==> src/rtl/gpio_in_filter.sv <==
// gpio_in_filter: per-pin synchronizer + debounce ahead of the gpio input path.
// Ports: clk, rst (sync, active-high); pad_i raw pads; filt_en_i per-pin
// debounce enable (0 = bypass); db_limit_i stable cycles needed to accept;
// pins_o filtered levels; rise_o/fall_o one-cycle accepted-edge pulses.
// Build option: define GPIO_FILT_EDGE_EN to build the edge-pulse flops;
// otherwise rise_o/fall_o are tied to 0 (ports kept).
module gpio_in_filter #(
  parameter int WIDTH       = 8,
  parameter int SYNC_STAGES = 2,
  parameter int CNT_W       = 16
) (
  input  logic             clk,
  input  logic             rst,
  input  logic [WIDTH-1:0] pad_i,
  input  logic [WIDTH-1:0] filt_en_i,
  input  logic [CNT_W-1:0] db_limit_i,
  output logic [WIDTH-1:0] pins_o,
  output logic [WIDTH-1:0] rise_o,
  output logic [WIDTH-1:0] fall_o
);

  logic [WIDTH-1:0] sync_q [SYNC_STAGES];
  logic [WIDTH-1:0] sync;
  logic [WIDTH-1:0] stable_q;
  logic [CNT_W-1:0] cnt_q [WIDTH];
  logic [CNT_W:0]   cnt_inc [WIDTH];
  logic [WIDTH-1:0] differ;
  logic [WIDTH-1:0] reached;
  logic [WIDTH-1:0] accept;

  // pad_i feeds nothing but the first synchronizer stage
  always_ff @(posedge clk) begin
    if (rst) begin
      for (int s = 0; s < SYNC_STAGES; s++) begin
        sync_q[s] <= '0;
      end
    end else begin
      sync_q[0] <= pad_i;
      for (int s = 1; s < SYNC_STAGES; s++) begin
        sync_q[s] <= sync_q[s-1];
      end
    end
  end

  assign sync = sync_q[SYNC_STAGES-1];

  // Compare is done one bit wider so cnt+1 never wraps; limit 0 and
  // limit 1 both accept on the first differing cycle.
  always_comb begin
    differ  = sync ^ stable_q;
    reached = '0;
    for (int i = 0; i < WIDTH; i++) begin
      cnt_inc[i] = {1'b0, cnt_q[i]} + (CNT_W+1)'(1);
      reached[i] = cnt_inc[i] >= {1'b0, db_limit_i};
    end
    accept = differ & (~filt_en_i | reached);
  end

  // Any cycle where sync matches the stable level clears the count,
  // so a single-cycle glitch restarts debouncing from zero.
  always_ff @(posedge clk) begin
    if (rst) begin
      stable_q <= '0;
      for (int i = 0; i < WIDTH; i++) begin
        cnt_q[i] <= '0;
      end
    end else begin
      stable_q <= stable_q ^ accept;
      for (int i = 0; i < WIDTH; i++) begin
        if (differ[i] && !accept[i]) begin
          cnt_q[i] <= cnt_inc[i][CNT_W-1:0];
        end else begin
          cnt_q[i] <= '0;
        end
      end
    end
  end

  assign pins_o = stable_q;

`ifdef GPIO_FILT_EDGE_EN
  logic [WIDTH-1:0] rise_q;
  logic [WIDTH-1:0] fall_q;

  // Pulses register on the same edge that flips the stable level.
  always_ff @(posedge clk) begin
    if (rst) begin
      rise_q <= '0;
      fall_q <= '0;
    end else begin
      rise_q <= accept & sync;
      fall_q <= accept & ~sync;
    end
  end

  assign rise_o = rise_q;
  assign fall_o = fall_q;
`else
  assign rise_o = '0;
  assign fall_o = '0;
`endif

endmodule
==> config.mk <==
export PLATFORM = sky130hd
export DESIGN_NAME = gpio_in_filter
export DESIGN_NICKNAME = d
export VERILOG_FILES = /design/src/rtl/gpio_in_filter.sv
export SDC_FILE = /design/constraint.sdc
export NUM_CORES = 1
export LEC_CHECK = 0
export ABC_AREA = 0
export CORE_MARGIN = 2
export CORE_UTILIZATION = 40
export CTS_BUF_LIST = sky130_fd_sc_hd__clkbuf_4
export DETAILED_ROUTE_END_ITERATION = 10
export SLEW_MARGIN = 20
export SYNTH_ARGS = -nofsm -noshare
export SYNTH_HDL_FRONTEND = slang
export SYNTH_SLANG_ARGS = --single-unit
==> constraint.sdc <==
create_clock -name clk -period 8 [get_ports clk]
set_input_delay 1.2 -clock clk [delete_from_list [all_inputs] [get_ports clk]]
set_output_delay 1.2 -clock clk [all_outputs]
set_load 0.03 [all_outputs]
# After elaboration in Yosys (flattened, before gate mapping)
# Memories as Yosys holds them, arrays and structs flattened.
# Index checks and enable logic that the tools add are counted.
# Widths: inputs -> output; s select.
dict set report totals {
  ff_bits 8
  mem_bits_rw 144
  in_bits 34
  output_inout_bits 24
  elab_cells 127
  n_memories 2
}
# memory depth word_bits read_ports rd_ports_with_merged_regs write_ports line_no
set mem_list {}
lappend mem_list {cnt_q 8 16 8 0 8 25} ;# logic [CNT_W-1:0] cnt_q [WIDTH];
lappend mem_list {sync_q 2 8 2 0 2 22} ;# logic [WIDTH-1:0] sync_q [SYNC_STAGES];
dict set report op_classes {
  n_addsub 8
  magnitude_cmp 8
  n_mux 69
  bitwise_logic 23
  reduce_logical 16
}
# operator count
set ops {}
lappend ops {{$mux 16} 16}
lappend ops {{$add 16x1->17 const B} 8}
lappend ops {{$ge 17x16->1} 8}
lappend ops {{$mux 1} 51}
lappend ops {{$or 1x1->1} 18}
lappend ops {{$mux 8} 2}
lappend ops {{$xor 8x8->8} 2}
lappend ops {{$and 8x8->8} 1}
lappend ops {{$logic_and 1x1->1} 8}
lappend ops {{$logic_not 1->1} 8}
lappend ops {{$not 8->8} 1}
lappend ops {{$or 8x8->8} 1}

# Longest topological paths before layout
# An unclocked memory read counts as a cell.
dict set report depth {
  ltp_word 12
  mapped_depth 13
  mapped_depth_nobuf 12
}

# Least setup slack after synthesis
# OpenSTA, ideal clock, no wires.
dict set report synth_timing {
  kind {input-to-reg}
  startpoint {in db_limit_i[2]}
  endpoint {mem cnt_q[2][9] (netlist: cnt_q[0][41]), data pin}
  setup_ps 134
  t_arrival_ps 3055
  required_time_ps 7866
  setup_slack_ps 4812
  stages 9
  n_path_buf 1
  cell_sequence {inv_1 > ha_1 > a21oi_1 > o21ai_0 > a2111oi_2 > o311ai_1 > or3_4 > buf_12 > nor2b_4}
}
# item line_no
set synth_lines {}
lappend synth_lines {{from (decl)} 16} ;# input logic [CNT_W-1:0] db_limit_i,
lappend synth_lines {{to (decl)} 25}

==> reports/qor.yml <==
cts:
  insertion_delay_ns: 0.57
  hold_buffers: 0
  cts_resized: 0
  tritoncts: "done"
  cts_buffer_depth: 2
  clk_pin_slew_ns: 0.13
  cts_setup_buffers: 0
  cts_max_level: 4
  cts_buffers: 17
  cts_root_buf: "clkbuf_4"
  clock-sinks: 152
grt:
  grt_pass1_vias: 7435
  antenna_found_initial: 1
  overflow: 0
  grt_max_degree: 35
  grt_pass1_wl_um: 37610
  track_usage: 0.1702
power:
  power_mw: 1.642
  p_leak_nw: 5.020
  peakVddDrop_mv: 0.07528
  pwr_density_cell_mw_per_mm2: 133.8
timing:
  finalHoldWorstSlack_ns: 0.4532
  worst_pin_slew_ns: 0.7862
  setup_viol: 0
  fmax_ghz: 0.2634
  min_period_over_period: 0.4746
  setup_tns_ns: 0
  fin_crit_ns: 3.797
  rsz0062_at_grt: "false"
  fin_skew_ns: 0.02600
  worst_slack_ns: 4.203
  hold_violations: 0
  slew-limit-headroom: 0.4753
  slew_violations: 0
floorplan:
  start_util: 0.4050
  io_pins: 58
  rows: 60
  die_area_mm2: 0.02847
  core_area_mm2: 0.02680
  die_y_um: 168.7
  die_x_um: 168.7
worst_hold_path:
  worstHoldPathType: "reg2reg"
critical_path:
  crit_path_max_fanout: 16
  cp-end-kind: "flip-flop"
  startpoint_type: "flip-flop"
  cp_data_required_time_ns: 8.42
  cp.arrival_ns: 4.22
  critical_path_class: "reg2reg"
cells_and_area:
  fin_cells: 1554
  final_core_util: 0.4578
  area_delta_synth_final_pct: 13.01
  fin_area_mm2: 0.01227
  multiInputGateArea_mm2: 0.006636
  layout.nets: 1369
  layout.area.seq_mm2: 0.004324
  fillers: 2586
  drive_gt1_frac: 0.07096
routing:
  drt_wl_total_um: 23470
  wl_per_cell_um: 15.11
  ant_nets: 0
  drc_errors: 0
  first_pass_iters: 5
  via_per_inst: 4.927
  num_vias: 7656
  drt_iter0_drc: 447
synthesis:
  syn_inst: 1023
  yosysWarnings: 0
  ys_ff_latch: 152
  async_flop_share: 0
  syn_avg_cell_area_um2: 10.61
  synth-edff-count: 128
  ys_seq_area_frac: 0.3983
  synthFlopType: "edfxtp_1"
  ys_types: 61
  synth_area_mm2: 0.01086
placed_design:
  gp_congestion: 0.7735
  dp_hpwl_um: 17330
  io_buffers: 41
  place_area_mm2: 0.01200
  dp.cells: 1521
  dp_slack_ns: 3.747
flow_run:
  drv_cap: 0
outcome:
  status: "finished, final reports clean"
layout make-up:
cell class                      count  area share
Timing Repair Buffer               42     0.03366
Antenna cell                        1   0.0002040
Clock buffer                       17     0.01040
Sequential cell                   152      0.3525
Tap cell                          341     0.03478
Multi-Input combinational cell    932      0.5409
Clock inverter                     15     0.01101
Inverter                           54     0.01652
critical path: stages (launching register included):
cell      delay [ns]
edfxtp_1        0.51
ha_1            0.23
nand3_1         0.15
nor3_1          0.56
and3_1          0.25
xor2_1          0.22
ha_1            0.28
a211oi_1        0.23
o21bai_1        0.12
o21bai_1        0.13
o311ai_1        0.20
or3_4           0.58
nor2b_1         0.17
cell usage after synthesis (all sizes together), types with 2 or more instances:
library cell / instances / area [um2]
xor2: 38 / 332.8
nor3: 17 / 85.08
o211ai: 2 / 15.01
nand4: 45 / 281.5
buf: 23 / 210.2
o21ai: 25 / 125.1
o41a: 2 / 22.52
and2b: 4 / 30.03
mux2i: 8 / 80.08
o311ai: 5 / 43.79
clkbuf: 4 / 15.01
a31oi: 3 / 18.77
dfxtp: 24 / 480.5
and4: 10 / 90.09
nor2: 65 / 259.0
a21o: 6 / 45.04
and3: 16 / 110.1
a221oi: 2 / 23.77
nor2b: 129 / 967.2
edfxtp: 128 / 3844
a211oi: 16 / 125.1
inv: 54 / 202.7
ha: 136 / 1702
nand3b: 2 / 15.01
nand2b: 7 / 43.79
o21bai: 9 / 67.56
nand2: 47 / 176.4
or3: 7 / 73.82
nand3: 54 / 270.3
a2111oi: 6 / 85.08
conb: 2 / 7.510
a21oi: 20 / 100.1
xnor2: 82 / 718.2
nor4: 12 / 81.33
worst paths after layout:
kind,slack [ns],end,cells after the start,startpoint
max,4.20,cnt_q[0][39]$_SDFFCE_PP0P_,12,cnt_q[0][32]$_SDFFCE_PP0P_
min,0.45,sync_q[0][9]$_SDFF_PP0_,1,sync_q[0][1]$_SDFF_PP0_
max reg2reg,4.20,cnt_q[0][39]$_SDFFCE_PP0P_,12,cnt_q[0][32]$_SDFFCE_PP0P_
min reg2reg,0.45,sync_q[0][9]$_SDFF_PP0_,1,sync_q[0][1]$_SDFF_PP0_
cells by family (layout without fill, tap and decap cells):
family	count (synthesis)	in the layout	synth area share
AOI/OAI and AO/OA	103	103	0.06766
muxes	8	8	0.007377
DFF	152	152	0.3983
adders and majority gates	136	136	0.1568
xor gates and xnor gates	120	120	0.09682
and+or+nand+nor	421	421	0.2329
other	2	145	0.0006918
buffers and inverters	81	128	0.03942
where the power goes:
group	internal, mW	leakage (nW)	total (mW)	switching (mW)
logic	0.104	3.36	0.249	0.145
registers	0.888	1.52	0.917	0.0284
clock network	0.180	0.137	0.476	0.296
total	1.17	5.02	1.64	0.470
metal layers:
metal / part of all wire / track usage / vias up / wire [um]
met5: 0 / 0 / - / 0
met4: 0.017 / 0.04723 / 0 / 401
met3: 0.032 / 0.03367 / 28 / 743
met2: 0.47 / 0.2830 / 101 / 10950
met1: 0.48 / 0.2261 / 3609 / 11370
li1: - / - / 3918 / -
layout by cell type, fill, tap and decap left out, types with 17 or more instances in the layout:
cell             netlist  final
conb_1                 2    144
ha_1                 136    136
edfxtp_1             128    128
nor2b_1               97     97
xnor2_1               82     82
nor2_1                59     59
nand3_1               54     54
inv_1                 54     54
nand2_1               47     47
nand4_1               45     45
clkdlybuf4s50_1        0     40
xor2_1                38     38
dfxtp_1               24     24
o21ai_0               21     21
a21oi_1               20     20
nor3_1                17     17
clkbuf_4               0     17
sequential cells by signal, summed over array words and instances, names as in the netlist, named ones only:
name    flops
cnt_q     128
sync_q     16
(Power assumes the default switching activity.)
